[src/rtl/lcd_i2c_seq.sv]
// lcd_i2c_seq: feeds an i2c_master command/data stream to run an HD44780 LCD behind
// a PCF8574 expander in 4-bit mode, including the autonomous power-on initialisation.
module lcd_i2c_seq #(
    parameter int unsigned CLK_HZ   = 12000000,
    parameter logic [6:0]  DEV_ADDR = 7'h27,
    parameter logic [15:0] PRESCALE = 16'd30,
    parameter int unsigned PWRUP_US = 50000,
    parameter int unsigned LONG_US  = 5000,
    parameter int unsigned SHORT_US = 100
) (
    input  logic        clk,
    input  logic        rst,
    input  logic [7:0]  in_data,
    input  logic        in_rs,
    input  logic        in_valid,
    output logic        in_ready,
    input  logic        backlight,
    output logic        init_done,
    output logic        busy,
    output logic        error,
    output logic [6:0]  cmd_address,
    output logic        cmd_start,
    output logic        cmd_read,
    output logic        cmd_write,
    output logic        cmd_write_multiple,
    output logic        cmd_stop,
    output logic        cmd_valid,
    input  logic        cmd_ready,
    output logic [7:0]  data_tdata,
    output logic        data_tvalid,
    input  logic        data_tready,
    output logic        data_tlast,
    output logic        rd_tready,
    output logic [15:0] prescale,
    output logic        stop_on_idle,
    input  logic        i2c_busy,
    input  logic        missed_ack
);
    function automatic logic [31:0] us_to_cyc(input longint unsigned us);
        longint unsigned c;
        c = us * 64'(CLK_HZ) / 64'd1000000;
        return (c == 64'd0) ? 32'd1 : c[31:0];
    endfunction

    localparam logic [31:0] PWRUP_CYC = us_to_cyc(64'(PWRUP_US));
    localparam logic [31:0] LONG_CYC  = us_to_cyc(64'(LONG_US));
    localparam logic [31:0] SHORT_CYC = us_to_cyc(64'(SHORT_US));

    // Expander byte {D7..D4, BL, EN, RW, RS}; odd index drops EN, index bit 1 picks the low nibble.
    function automatic logic [7:0] xbyte(input logic [7:0] b, input logic [1:0] i, input logic bl, input logic rs);
        return {i[1] ? b[3:0] : b[7:4], bl, ~i[0], 1'b0, rs};
    endfunction

    typedef enum logic [2:0] {PWRUP, INIT, IDLE, CMD, DATA, DRAIN, DELAY} state_t;

    state_t      state_q, state_d;
    logic [31:0] cnt_q, cnt_d;
    logic [2:0]  step_q, step_d;
    logic [1:0]  idx_q, idx_d;
    logic [7:0]  byte_q, byte_d;
    logic [7:0]  tdata_q, tdata_d;
    logic        rs_q, rs_d;
    logic        nib_q, nib_d;
    logic        seen_q, seen_d;
    logic        init_done_q, init_done_d;
    logic        error_q, error_d;
    logic [7:0]  init_byte;
    logic        long_sel;
    logic [31:0] dly;

    assign init_byte = step_q <= 3'd2 ? 8'h30 :
                       step_q == 3'd3 ? 8'h20 :
                       step_q == 3'd4 ? 8'h28 :
                       step_q == 3'd5 ? 8'h0C :
                       step_q == 3'd6 ? 8'h06 : 8'h01;
    // Init nibbles carry their value in the high half; only the first one needs the long wait.
    assign long_sel = nib_q ? (step_q == 3'd0) :
                      (!rs_q && (byte_q == 8'h01 || byte_q == 8'h02 || byte_q == 8'h03));
    assign dly = long_sel ? LONG_CYC : SHORT_CYC;

    assign cmd_address        = DEV_ADDR;
    assign cmd_start          = 1'b0;
    assign cmd_read           = 1'b0;
    assign cmd_write          = 1'b0;
    assign cmd_write_multiple = 1'b1;
    assign cmd_stop           = 1'b1;
    assign stop_on_idle       = 1'b0;
    assign prescale           = PRESCALE;
    assign rd_tready          = 1'b1;
    assign cmd_valid          = state_q == CMD;
    assign data_tvalid        = state_q == DATA;
    assign data_tlast         = state_q == DATA && idx_q == (nib_q ? 2'd1 : 2'd3);
    assign data_tdata         = tdata_q;
    assign in_ready           = state_q == IDLE && init_done_q;
    assign busy               = state_q != IDLE;
    assign init_done          = init_done_q;
    assign error              = error_q;

    always_ff @(posedge clk or negedge rst) begin
        if (!rst) begin
            state_q     <= PWRUP;
            cnt_q       <= '0;
            step_q      <= '0;
            idx_q       <= '0;
            byte_q      <= '0;
            tdata_q     <= '0;
            rs_q        <= 1'b0;
            nib_q       <= 1'b0;
            seen_q      <= 1'b0;
            init_done_q <= 1'b0;
            error_q     <= 1'b0;
        end else begin
            state_q     <= state_d;
            cnt_q       <= cnt_d;
            step_q      <= step_d;
            idx_q       <= idx_d;
            byte_q      <= byte_d;
            tdata_q     <= tdata_d;
            rs_q        <= rs_d;
            nib_q       <= nib_d;
            seen_q      <= seen_d;
            init_done_q <= init_done_d;
            error_q     <= error_d;
        end
    end

    always_comb begin
        state_d     = state_q;
        cnt_d       = cnt_q;
        step_d      = step_q;
        idx_d       = idx_q;
        byte_d      = byte_q;
        tdata_d     = tdata_q;
        rs_d        = rs_q;
        nib_d       = nib_q;
        seen_d      = seen_q | (i2c_busy && (state_q == DATA || state_q == DRAIN));
        init_done_d = init_done_q;
        error_d     = error_q | missed_ack;
        case (state_q)
            PWRUP: begin
                cnt_d   = cnt_q == PWRUP_CYC - 32'd1 ? '0 : cnt_q + 32'd1;
                state_d = cnt_q == PWRUP_CYC - 32'd1 ? INIT : PWRUP;
            end
            INIT: begin
                byte_d  = init_byte;
                rs_d    = 1'b0;
                nib_d   = !step_q[2];
                state_d = CMD;
            end
            IDLE: if (in_valid && in_ready) begin
                byte_d  = in_data;
                rs_d    = in_rs;
                nib_d   = 1'b0;
                state_d = CMD;
            end
            CMD: if (cmd_ready) begin
                idx_d   = 2'd0;
                seen_d  = 1'b0;
                tdata_d = xbyte(byte_q, 2'd0, backlight, rs_q);
                state_d = DATA;
            end
            DATA: if (data_tready) begin
                if (data_tlast) state_d = DRAIN;
                else begin
                    idx_d   = idx_q + 2'd1;
                    tdata_d = xbyte(byte_q, idx_q + 2'd1, backlight, rs_q);
                end
            end
            DRAIN: if (seen_q && !i2c_busy) begin
                cnt_d   = '0;
                state_d = DELAY;
            end
            DELAY: if (cnt_q == dly - 32'd1) begin
                cnt_d = '0;
                if (init_done_q) state_d = IDLE;
                else if (step_q == 3'd7) begin
                    init_done_d = 1'b1;
                    state_d     = IDLE;
                end else begin
                    step_d  = step_q + 3'd1;
                    state_d = INIT;
                end
            end else cnt_d = cnt_q + 32'd1;
            default: state_d = PWRUP;
        endcase
    end
endmodule

[config.mk]
export PLATFORM = sky130hd
export DESIGN_NAME = lcd_i2c_seq
export DESIGN_NICKNAME = d
export VERILOG_FILES = /design/src/rtl/lcd_i2c_seq.sv
export SDC_FILE = /design/constraint.sdc
export NUM_CORES = 1
export LEC_CHECK = 0
export ABC_AREA = 1
export CAP_MARGIN = 25
export CORE_MARGIN = 4
export CORE_UTILIZATION = 44
export CTS_CLUSTER_SIZE = 10
export DETAILED_ROUTE_END_ITERATION = 16
export GPL_TIMING_DRIVEN = 0
export PLACE_DENSITY = 0.67
export SETUP_SLACK_MARGIN = 0.4
export SKIP_LAST_GASP = 1
export SLEW_MARGIN = 15
export SYNTH_ARGS = -nofsm -noshare
export SYNTH_HDL_FRONTEND = slang
export SYNTH_SLANG_ARGS = --single-unit
export TNS_END_PERCENT = 10
[constraint.sdc]
create_clock -name clk -period 3 [get_ports clk]
set_clock_uncertainty 0.05 [all_clocks]
set_input_delay 0.75 -clock clk [delete_from_list [all_inputs] [get_ports clk]]
set_output_delay 0.75 -clock clk [all_outputs]
set_load 0.005 [all_outputs]
==> flow_summary.toml <==
[critical_path]
cp_cell_sequence = "nor2_1 > nand2_1 > inv_2 > clkdlybuf4s50_1"
critPathRequiredTime_ns = 2.20
cp_max_fo = 7
critPathLaunchType = "flip-flop"
setup.worst_path.class = "reg2out"
cpMaxStageDelayCell = "clkdlybuf4s50_1"
slowest_delay_ns = 0.52
worst-endpoint-arrival_ns = 1.73
crit_path_end_kind = "primary output"

[final_layout]
layout_common_cells = "nand2_1 (189), nor2_1 (97), inv_1 (63)"
layout.nets = 741
final_common_cell = "nand2_1"
num_antenna_cells = 0
design_area_um2 = 5180
drive_gt1_frac = 0.141
area_delta_synth_final_pct = 18.2

[power]
combinationalPowerShare = 0.064
power_mw = 1.59
p_int_mw = 1.18
p_sw_uw = 411
power.density_nw_per_um2 = 307
swShare = 0.259
vdd_drop_max_mv = 0.245
clkPwrFrac = 0.421
leakage_nw = 2.54
seqPwrFrac = 0.516

[cts]
holdBufCountCts = 0
clockBufferDepth = 2
htreeDepth = 3
path_clk_slew_ns = 0.09
tritoncts = "built"
cts_root_buffer = "clkbuf_8"
clock-sinks = 60
clk_latency_ns = 0.35
cts_buffers = 9

[placement]
place.gp.congestion = 0.975
dpl.hpwl_um = 8690
place_ws_ns = 0.491
io_buffers = 30
placed_area_um2 = 4980

[sta]
hold_viol_final = 0
rsz0062_at_grt = "true"
drv_slew = 0
fmax_mhz = 395
finalWorstSetupSlack_ns = 0.470
fin_crit_ns = 2.53
fin_tns_setup_ns = 0
fin_crit_sh = 0.843
setup_violations = 0

[grt]
grt_use_total = 0.205
antenna_found_initial = 0
grt_pass1_wl_um = 19000
overflow = 0
grt_max_degree = 60
grt_pass1_vias = 3938

[synthesis]
synth_cells = 644
ys_seq_area_frac = 0.343
synth_warnings = 0
synth-seq-cells = 60
synth_area_um2 = 4380
avgSynthCellArea_um2 = 6.80
ys_types = 40
dominantRegCellSynth = "dfrtp_1"
synth-async-reset-ratio = 1.00
synth_edf_count = 0

[routing]
via_count = 4259
vias_per_cell = 4.98
first_pass_iters = 5
drtIter0Drc = 377
avgRoutedWirePerCell_um = 13.3
drc_errors = 0
antenna_left = 0
wirelength_um = 11300

[floorplan]
die_w_um = 108
initial_core_util = 0.450
core-area_um2 = 9730
dieHeight_um = 108
dieArea_um2 = 11600
ioPinCount = 62
fp-row-count = 36

[flow_run]
cap_violations = 0

[run_status]
status = "completed"

[worst_hold_path]
hold_class = "in2async"
cell families after synthesis:
group | count (synthesis) | synth area share
and+or+nand+nor | 389 | 0.384
buffers and inverters | 115 | 0.136
AOI/OAI and AO/OA | 63 | 0.0994
DFF | 60 | 0.343
xor gates and xnor gates | 8 | 0.0160
adders and majority gates | 7 | 0.0200
other | 2 | 0.00171
cell type report:
| type | instances | area [um2] |
|---|---|---|
| multi-input combinational | 498 | 2400 |
| inverter | 72 | 273 |
| tap | 133 | 166 |
| clock buffer | 9 | 124 |
| timing repair buffer | 33 | 340 |
| buffer | 43 | 323 |
| sequential | 60 | 1500 |
| clock inverter | 7 | 51.3 |
| fill | 999 | 4550 |
power groups by stage:
stage | clock (mW) | sequential, mW | combinational [mW]
floorplan | 0 | 0.835 | 0.0460
CTS | 0.687 | 0.819 | 0.101
global placement | 0 | 0.835 | 0.0962
detailed placement | 0 | 0.835 | 0.101
finish | 0.668 | 0.819 | 0.101
global route | 0.729 | 0.820 | 0.114
sequential cells by signal, summed over array words and instances, names as in the netlist:
name	cells
error	1
nib_q	1
seen_q	1
rs_q	1
byte_q	8
init_done	1
cnt_q	32
step_q	3
idx_q	2
state_q	3
data_tdata	7
metal layers:
layer	track usage	routed length, um	vias up
met1	0.296	5380	1947
met4	0.0622	200	0
met2	0.312	4990	148
met3	0.0366	769	16
met5	0	0	-
li1	-	-	2148
cells in the mapped netlist (2+ instances only):
| master | instances | area share |
|---|---|---|
| nand2_1 | 189 | 0.16 |
| nand2_2 | 5 | 0.0071 |
| a31oi_1 | 3 | 0.0043 |
| buf_2 | 6 | 0.0069 |
| clkinv_1 | 2 | 0.0017 |
| nor2_1 | 98 | 0.084 |
| nand2_4 | 2 | 0.0051 |
| buf_4 | 34 | 0.058 |
| conb_1 | 2 | 0.0017 |
| nor3_1 | 11 | 0.013 |
| ha_1 | 7 | 0.020 |
| a21oi_1 | 8 | 0.0091 |
| nand3b_1 | 2 | 0.0034 |
| buf_6 | 2 | 0.0051 |
| o21bai_1 | 2 | 0.0034 |
| nand3_2 | 2 | 0.0046 |
| inv_2 | 6 | 0.0051 |
| dfrtp_1 | 60 | 0.34 |
| a21oi_4 | 2 | 0.0074 |
| nor2_2 | 13 | 0.019 |
| nand4_1 | 12 | 0.017 |
| inv_1 | 63 | 0.054 |
| o2111ai_1 | 15 | 0.030 |
| xnor2_1 | 2 | 0.0040 |
| o21ai_0 | 27 | 0.031 |
| nand3_1 | 50 | 0.057 |
| xor2_1 | 6 | 0.012 |
worst max-delay path: cells and delay by family, from the launching register on:
kind / cells / cell delay [ns]
buffers and inverters: 2 / 0.66
and+or+nand+nor: 2 / 0.26
DFF: 1 / 0.46
metrics by stage:
step / std cells / utilization / hold WS (ns)
global placement: 836 / 0.509 / 0.398
floorplan: 673 / - / 0.404
detailed placement: 837 / 0.512 / 0.424
finish: 855 / 0.532 / 0.127
CTS: 855 / 0.531 / 0.113
global route: 855 / 0.532 / 0.104
path summary, 6_finish.rpt:
kind	startpoint	endpoint	slack [ns]	cells past startpoint
max	state_q[0]$_DFFE_PN0P_	data_tvalid	0.47	4
min	rst	error$_DFF_PN0_	0.13	1
max reg2reg	cnt_q[0]$_DFFE_PN0P_	cnt_q[10]$_DFFE_PN0P_	0.88	11
min reg2reg	data_tdata[3]$_DFFE_PN0P_	data_tdata[3]$_DFFE_PN0P_	0.43	2
max in group asynchronous	rst	cnt_q[10]$_DFFE_PN0P_	2.27	2
min in group clk	data_tdata[3]$_DFFE_PN0P_	data_tdata[3]$_DFFE_PN0P_	0.43	2
timing repair:
| action | CTS | global route |
|---|---|---|
| resized for setup | 0 | 2 |
| setup endpoints to repair | 1 | 3 |
| buffers inserted | 2 | 0 |
| gates cloned | 0 | 0 |
Note: power is estimated with default switching activity, not from simulation.
